File: src/rtl/eth_tx_packer.sv
// eth_tx_packer: cuts a continuous 64-bit beat stream into AXI-Stream frames
// of a programmable beat count. A partial frame is closed by flush or by an
// idle timeout. Beats pass through a pending register P, where the tlast
// decision is made, and then an output register O. Completed frames are counted.
module eth_tx_packer #(
  parameter int DATA_WIDTH = 64,
  parameter int MAX_BEATS  = 187,
  parameter int TIMEOUT    = 256,
  parameter int CNT_WIDTH  = 32
) (
  input  logic                  clk,
  input  logic                  rst,
  input  logic [15:0]           frame_bytes,
  input  logic                  flush,
  input  logic [DATA_WIDTH-1:0] s_axis_tdata,
  input  logic                  s_axis_tvalid,
  output logic                  s_axis_tready,
  output logic [DATA_WIDTH-1:0] m_axis_tdata,
  output logic [7:0]            m_axis_tkeep,
  output logic                  m_axis_tvalid,
  output logic                  m_axis_tlast,
  input  logic                  m_axis_tready,
  output logic [CNT_WIDTH-1:0]  frame_cnt,
  output logic                  size_err
);
  localparam int NW = $clog2(MAX_BEATS + 1);
  localparam int TW = $clog2(TIMEOUT + 1);

  typedef enum logic {IDLE, OPEN} state_t;

  state_t                state;
  logic [NW-1:0]         n_beats;
  logic [NW-1:0]         beat_cnt;
  logic [TW-1:0]         idle_cnt;
  logic                  p_valid, p_last;
  logic [DATA_WIDTH-1:0] p_data;
  logic                  o_valid, o_last;
  logic [DATA_WIDTH-1:0] o_data;

  logic [12:0]   n_raw;
  logic          n_lo, n_hi;
  logic [NW-1:0] n_new, frame_n, next_cnt;
  logic          move_ok, accept, in_last, hold_last, p_last_eff, move;
  logic          unused_bits;

  // Byte-level granularity is dropped; only whole beats count.
  assign unused_bits = ^frame_bytes[2:0];
  assign n_raw       = frame_bytes[15:3];
  assign n_lo        = (n_raw == 13'd0);
  assign n_hi        = (n_raw > 13'(MAX_BEATS));
  assign n_new       = n_lo ? NW'(1) : (n_hi ? NW'(MAX_BEATS) : NW'(n_raw));

  assign move_ok       = !o_valid || m_axis_tready;
  assign s_axis_tready = !rst && (!p_valid || move_ok);
  assign accept        = s_axis_tvalid && s_axis_tready;

  // Beat limit and position of the incoming beat: first beat of a frame uses
  // the freshly sampled size, later beats use the size latched at frame start.
  assign frame_n  = (state == IDLE) ? n_new : n_beats;
  assign next_cnt = (state == IDLE) ? NW'(1) : beat_cnt + 1'b1;
  assign in_last  = accept && ((next_cnt == frame_n) || flush);

  // A held, non-last P is closed by flush or by the idle timeout. When O can
  // take it this cycle it moves straight out with tlast set.
  assign hold_last  = p_valid && !p_last && !accept &&
                      (flush || (idle_cnt == TW'(TIMEOUT - 1)));
  assign p_last_eff = p_last || hold_last;
  assign move       = p_valid && move_ok && (accept || p_last_eff);

  assign m_axis_tdata  = o_data;
  assign m_axis_tkeep  = 8'hFF;
  assign m_axis_tvalid = o_valid;
  assign m_axis_tlast  = o_last;

  // Frame state, beat counting and size sampling/clamp reporting.
  always_ff @(posedge clk) begin
    if (rst) begin
      state    <= IDLE;
      n_beats  <= '0;
      beat_cnt <= '0;
      size_err <= 1'b0;
    end else begin
      size_err <= accept && (state == IDLE) && (n_lo || n_hi);
      if (accept) begin
        if (state == IDLE) n_beats <= n_new;
        if (in_last) begin
          state    <= IDLE;
          beat_cnt <= '0;
        end else begin
          state    <= OPEN;
          beat_cnt <= next_cnt;
        end
      end else if (hold_last) begin
        state    <= IDLE;
        beat_cnt <= '0;
      end
    end
  end

  // Pending register P and its idle counter.
  always_ff @(posedge clk) begin
    if (rst) begin
      p_valid  <= 1'b0;
      p_last   <= 1'b0;
      p_data   <= '0;
      idle_cnt <= '0;
    end else begin
      if (accept) begin
        p_valid <= 1'b1;
        p_last  <= in_last;
        p_data  <= s_axis_tdata;
      end else if (move) begin
        p_valid <= 1'b0;
        p_last  <= 1'b0;
      end else if (hold_last) begin
        p_last  <= 1'b1;
      end

      if (accept || hold_last)
        idle_cnt <= '0;
      else if (p_valid && !p_last)
        idle_cnt <= idle_cnt + 1'b1;
    end
  end

  // Output register O and the completed-frame counter.
  always_ff @(posedge clk) begin
    if (rst) begin
      o_valid   <= 1'b0;
      o_last    <= 1'b0;
      o_data    <= '0;
      frame_cnt <= '0;
    end else begin
      if (move) begin
        o_valid <= 1'b1;
        o_last  <= p_last_eff;
        o_data  <= p_data;
      end else if (m_axis_tready) begin
        o_valid <= 1'b0;
        o_last  <= 1'b0;
      end
      if (o_valid && m_axis_tready && o_last)
        frame_cnt <= frame_cnt + 1'b1;
    end
  end

endmodule

File: config.mk
export PLATFORM = sky130hd
export DESIGN_NAME = eth_tx_packer
export DESIGN_NICKNAME = d
export VERILOG_FILES = /design/src/rtl/eth_tx_packer.sv
export SDC_FILE = /design/constraint.sdc
export NUM_CORES = 1
export LEC_CHECK = 0
export BUFFER_PORTS_ARGS = -buffer_cell sky130_fd_sc_hd__buf_2
export CORE_UTILIZATION = 45
export CTS_BUF_LIST = sky130_fd_sc_hd__clkbuf_16
export DETAILED_ROUTE_END_ITERATION = 12
export PLACE_DENSITY_LB_ADDON = 0.25
export SLEW_MARGIN = 40
export SYNTH_ARGS = -nofsm -noshare
export SYNTH_HDL_FRONTEND = slang
export SYNTH_SLANG_ARGS = --single-unit
File: constraint.sdc
create_clock -name clk -period 1.94 [get_ports clk]
set_input_delay 0.291 -clock clk [delete_from_list [all_inputs] [get_ports clk]]
set_output_delay 0.291 -clock clk [all_outputs]
set_load 0.02 [all_outputs]
==> results of run 1 <==
area by class of cell:
| type | instances | share of cell area |
|---|---|---|
| inverters | 11 | 0.00406 |
| well taps | 220 | 0.0271 |
| flip-flops and latches | 191 | 0.377 |
| repair buffers | 240 | 0.159 |
| clock buffers | 17 | 0.0418 |
| clock inverters | 15 | 0.0146 |
| multi-input cells | 682 | 0.376 |
| diodes | 1 | 0.000246 |
logic make-up after synthesis:
logic type / after synthesis / synth area share
flip-flops: 191 / 0.498
adder cells (fa/ha/maj): 4 / 0.00652
buffers and inverters: 72 / 0.0398
other: 1 / 0.000489
multiplexers: 3 / 0.00408
AO/OA/AOI/OAI: 121 / 0.0949
AND/OR/NAND/NOR: 500 / 0.303
XOR/XNOR: 45 / 0.0532
cell usage in the layout, fill, tap and decap left out, types with 3 or more instances in the layout:
cell          n
nand2_1     278
dfxtp_1     184
buf_2       180
nand3b_1     65
a21oi_1      64
nor2_1       56
buf_4        38
xor2_1       27
clkbuf_16    25
xnor2_1      16
o21ai_0      16
nand3_1      14
nand2_2      13
inv_1        12
nand4_1      12
nor3_1       10
and3_1        9
conb_1        8
buf_12        8
a21oi_2       7
nand2b_1      7
and4_1        6
dfxtp_2       6
or3_1         5
buf_6         5
o2bb2ai_1     4
o2111ai_1     4
o211ai_1      4
inv_8         4
nor2b_1       3
ha_4          3
clkinvlp_4    3
inv_6         3
synthesized netlist by cell type (all sizes together), types with 4 or more instances:
library cell  number
o2111ai            5
nand3             17
inv               11
a21oi             72
o211ai             4
nor3              12
o2bb2ai            4
o21ai             17
nand2            293
buf               19
ha                 4
clkbuf            42
and3              11
nor2              59
or3                5
and4               6
nand2b             7
nand4             12
dfxtp            191
xor2              27
nand3b            65
xnor2             17
flip-flops by register name, summed over array words and instances (netlist names), 8 cells and up:
| signal | count |
|---|---|
| p_data | 64 |
| n_beats | 8 |
| frame_cnt | 32 |
| beat_cnt | 8 |
| m_axis_tdata | 64 |
| idle_cnt | 9 |
through the flow:
stage / utilization / worst slack [ns] / instances / setup TNS (ns) / hold WS, ns
after floorplan: - / -0.0152 / 944 / -0.0152 / 0.390
after global placement: 0.546 / -0.123 / 1329 / -2.13 / 0.437
after detailed placement: 0.546 / -0.138 / 1329 / -4.36 / 0.443
after CTS: 0.582 / -0.00466 / 1361 / -0.00466 / 0.0238
after global routing: 0.611 / -0.0599 / 1376 / -1.74 / 0.0266
final: 0.611 / 0.0225 / 1377 / 0 / 0.0405
how the worst min path moves through the flow:
stage | start | endpoint | slack (ns) | depth (start not counted)
after CTS | s_axis_tdata[51] | p_data[51] | 0.02 | 3
after global placement | p_data[42] | m_axis_tdata[42] | 0.44 | 2
final | s_axis_tdata[51] | p_data[51] | 0.04 | 3
after floorplan | s_axis_tdata[0] | p_data[0] | 0.39 | 2
after detailed placement | p_data[52] | m_axis_tdata[52] | 0.44 | 2
after global routing | s_axis_tdata[2] | p_data[2] | 0.03 | 3
tightest hold or removal path, cell delays in order:
cell	delay [ns]
buf_2	0.07
nand2_1	0.04
nand2_1	0.04
repair_timing:
action | 4_1_cts | 5_1_grt
setup endpoints to repair | 71 | 89
buffers inserted | 0 | 2
endpoints found under the hold margin | 0 | 0
pin swaps | 1 | 37
gates resized for setup | 5 | 56
gates cloned | 0 | 13
layer usage:
layer | share of wire | GRT usage | vias to the layer above
met5 | 0.00040 | 0 | -
met4 | 0.0092 | 0.0536 | 2
met3 | 0.066 | 0.0678 | 16
met1 | 0.46 | 0.267 | 3213
met2 | 0.46 | 0.339 | 197
li1 | - | - | 3522
power groups by stage:
stage	logic (mW)	clock network (mW)	registers, mW
floorplan	0.449	0	4.31
global placement	0.812	0	4.27
detailed placement	0.820	0	4.27
CTS	0.831	3.52	4.18
global route	1.09	3.68	4.21
finish	1.00	3.44	4.19
==> results.tsv, run 1 <==
metric	value	unit
max_stage_delay	0.32	ns
syn2layout_area_growth	32.6	%
insertion_delay	0.43	ns
cts_tree	done	
cp_top_family	compound AO/OA/AOI/OAI gates	
post-dp-hpwl	12000	um
clkPwrFrac	0.399	
syn_inst	937	
postRouteAntennaNets	0	
fillers	1464	
totalWireLength	19800	um
antenna_found_initial	2	
seqCellArea	3830	um^2
cts_root_buffer	clkbuf_16	
cpMostUsedCell	nor2_4	
worstPathRequired	2.29	ns
p_leak	4.47	nW
arrival	2.27	ns
synthTopCellsByArea	dfxtp_1 50%, nand2_1 14%, nand3b_1 6.4%, a21oi_1 4.7%, xor2_1 3.1%	
path_clk_slew	0.08	ns
fmax	522	MHz
synth_area_leader_cell	dfxtp_1	
port_buffers	181	
postLayoutCellArea	10200	um^2
grt_util_all_layers	0.209	
netSwitchingFraction	0.265	
drtIter0Drc	440	
overflow	0	
initial_utilization	0.461	
end_kind	flip-flop	
syn_area_per_cell	8.19	um^2
multi_input_area	3820	um^2
crit_end	m_axis_tdata[34]	
finalPower	8.63	mW
peakVddDrop	0.616	mV
tightest_slew	0.782	ns
post_drt_wl_per_cell	14.4	um
crit_type	reg -> reg	
p_int	6.34	mW
ys_types	50	
cts_max_level	4	
yosysWarnings	0	
relSlewSlack	0.479	
seq_area_frac_synth	0.498	
grt_pass1_wl	29800	um
min_period	1.92	ns
maxCapViolCount	0	
die_y	133	um
synth.ff_latch_count	191	
cts_buffers	17	
die_x	133	um
dieArea	17600	um^2
switchingPower	2.29	mW
coreArea	16600	um^2
critPathBufInv	1	
status	finished, final reports clean	
r2r_end	m_axis_tdata[34]	
cts.path.max_buffers	2	
final-hold-violation-count	0	
synth_edf_count	0	
critPathMaxFanout	7	
crit_start	idle_cnt[4]	
hold_buffers	0	
cp_slowest_cell	dfxtp_2	
cts_sinks	191	
nets	1232	
place.gp.congestion	0.857	
worst_setup_path_start_kind	flip-flop	
num_vias	6950	
rr_startpoint	idle_cnt[4]	
routed_via_density	5.05	
critical_path_cell_count	10	
rows	47	
hold_path_class	in -> reg	
drc_errors	0	
r2r_cells	10	
seqPwrFrac	0.486	
fin_skew	0.0139	ns
setup_violations	0	
placed_area	9080	um^2
synthFlopType	dfxtp_1	
crit_chain	and3_4, nand3_4, nor2_4, ha_4, o21a_4, nor2_4, a21o_4, clkbuf_16, nand2_1, a21oi_1	
r2r_slack	0.02	ns
grt_setup_unrepaired	yes	
drive_gt1_frac	0.283	
syn-cell-area	7670	um^2
async_flop_share	0	
grt_max_degree	171	
synth_top_area_frac	0.498	
fin_crit_sh	0.988	
pwr-share-comb	0.116	
io_pins	193	
power_density	848	nW/um^2
finalMaxSlewViolations	0	
grt_pass1_vias	6185	
firstDrtPassIters	4	
No activity file was read; power rests on OpenSTA's default activity.
==> inputs of run 2 (changes only) <==
--- a/config.mk
+++ b/config.mk
@@ -10,6 +10,7 @@
 export CTS_BUF_LIST = sky130_fd_sc_hd__clkbuf_16
 export DETAILED_ROUTE_END_ITERATION = 12
 export PLACE_DENSITY_LB_ADDON = 0.25
+export RECOVER_POWER = 25
 export SLEW_MARGIN = 40
 export SYNTH_ARGS = -nofsm -noshare
 export SYNTH_HDL_FRONTEND = slang
==> results.tsv, run 2 (synthesized netlist as in run 1, its figures left out) <==
metric	value	unit
status	finished, final reports clean	
drtIter0Drc	412	
cp_slowest_cell	dfxtp_2	
crit_type	reg -> reg	
max_stage_delay	0.32	ns
maxCapViolCount	0	
syn2layout_area_growth	31.6	%
r2r_slack	0.02	ns
peakVddDrop	0.615	mV
fillers	1497	
num_vias	6978	
post_drt_wl_per_cell	14.4	um
end_kind	flip-flop	
critPathMaxFanout	7	
cts_root_buffer	clkbuf_16	
crit_chain	and3_4, nand3_4, nor2_4, ha_4, o21a_4, nor2_4, a21o_4, clkbuf_16, nand2_1, a21oi_1	
arrival	2.27	ns
fin_cells	1377	
fmax	521	MHz
drc_errors	0	
cts_sinks	191	
final-hold-violation-count	0	
fin_skew	0.0154	ns
routed_via_density	5.07	
totalWireLength	19800	um
cts_tree	done	
p_leak	4.22	nW
min_period	1.92	ns
placed_cells	1329	
place.gp.congestion	0.857	
placed_area	9080	um^2
grt_pass1_vias	6185	
firstDrtPassIters	5	
path_clk_slew	0.08	ns
tightest_slew	0.775	ns
insertion_delay	0.43	ns
power_density	854	nW/um^2
overflow	0	
drive_gt1_frac	0.234	
cts_max_level	4	
coreArea	16600	um^2
worst_setup_path_start_kind	flip-flop	
worstPathRequired	2.29	ns
initial_utilization	0.461	
grt_max_degree	171	
postRouteAntennaNets	0	
port_buffers	181	
finalMaxSlewViolations	0	
finalPower	8.62	mW
setup_violations	0	
fin_crit_sh	0.989	
cts_buffers	17	
relSlewSlack	0.483	
grt_setup_unrepaired	yes	
antenna_found_initial	2	
layout_commonest_cell	nand2_1	
post-dp-hpwl	12000	um
dieArea	17600	um^2
utilization	0.607	
postLayoutCellArea	10100	um^2
rows	47	
die_x	133	um
grt_pass1_wl	29800	um
cts.path.max_buffers	2	
die_y	133	um
grt_util_all_layers	0.209	
nets	1232	
cpMostUsedCell	nor2_4	
hold_path_class	in -> reg	
layout_common_cells	278 x nand2_1, 184 x dfxtp_1, 124 x buf_2	
io_pins	193	
## run 2: per-layer routing
layer  share of wire  vias up  global-route usage  routed length (um)
li1                -     3519                   -                   -
met1            0.46     3257               0.267                9050
met2            0.47      184               0.339                9250
met3           0.067       16              0.0678                1320
met4          0.0092        2              0.0536                 182
met5         0.00040        -                   0                   8
## run 2: final timing paths
kind / startpoint / endpoint / cells after the start
setup / recovery: idle_cnt[4] / m_axis_tdata[34] / 10
hold / removal: s_axis_tdata[51] / p_data[51] / 3
setup reg to reg: idle_cnt[4] / m_axis_tdata[34] / 10
hold reg to reg: p_data[32] / m_axis_tdata[32] / 2
## run 2: final cells by class
class,count,area (um^2),share of cell area
well taps,220,275,0.0273
repair buffers,240,1540,0.153
inverters,11,41.3,0.00409
flip-flops and latches,191,3830,0.380
multi-input cells,682,3820,0.379
clock inverters,15,149,0.0147
clock buffers,17,425,0.0421
diodes,1,2.50,0.000248
## run 2: critical path: cells and delay by family (launching register included)
kind / cells / cell delay (ns)
buffers and inverters: 1 / 0.20
AND/OR/NAND/NOR: 5 / 0.55
AO/OA/AOI/OAI: 3 / 0.61
adder cells (fa/ha/maj): 1 / 0.15
flip-flops: 1 / 0.32
## run 2: power by group
group	switching [mW]	total, mW	internal (mW)	leakage (nW)
logic	0.563	0.990	0.427	2.39
registers	0.101	4.19	4.09	1.56
clock network	1.62	3.44	1.81	0.277
total	2.29	8.62	6.33	4.22
## run 2: what timing repair did
| action | in CTS | in global routing |
|---|---|---|
| hold endpoints to repair | 0 | 0 |
| hold buffers | 0 | 0 |
| cloned | 0 | 13 |
| pin swaps | 1 | 37 |
| setup buffers | 0 | 2 |
| gates resized for setup | 5 | 56 |
| endpoints found under the setup margin | 71 | 89 |
## run 2: metrics by stage
stage	TNS [ns]	setup WS [ns]	hold slack (ns)
finish	0	0.0216	0.0399
global route	-1.75	-0.0600	0.0266
CTS	-0.00466	-0.00466	0.0238
detailed placement	-4.36	-0.138	0.443
global placement	-2.13	-0.123	0.437
floorplan	-0.0152	-0.0152	0.390
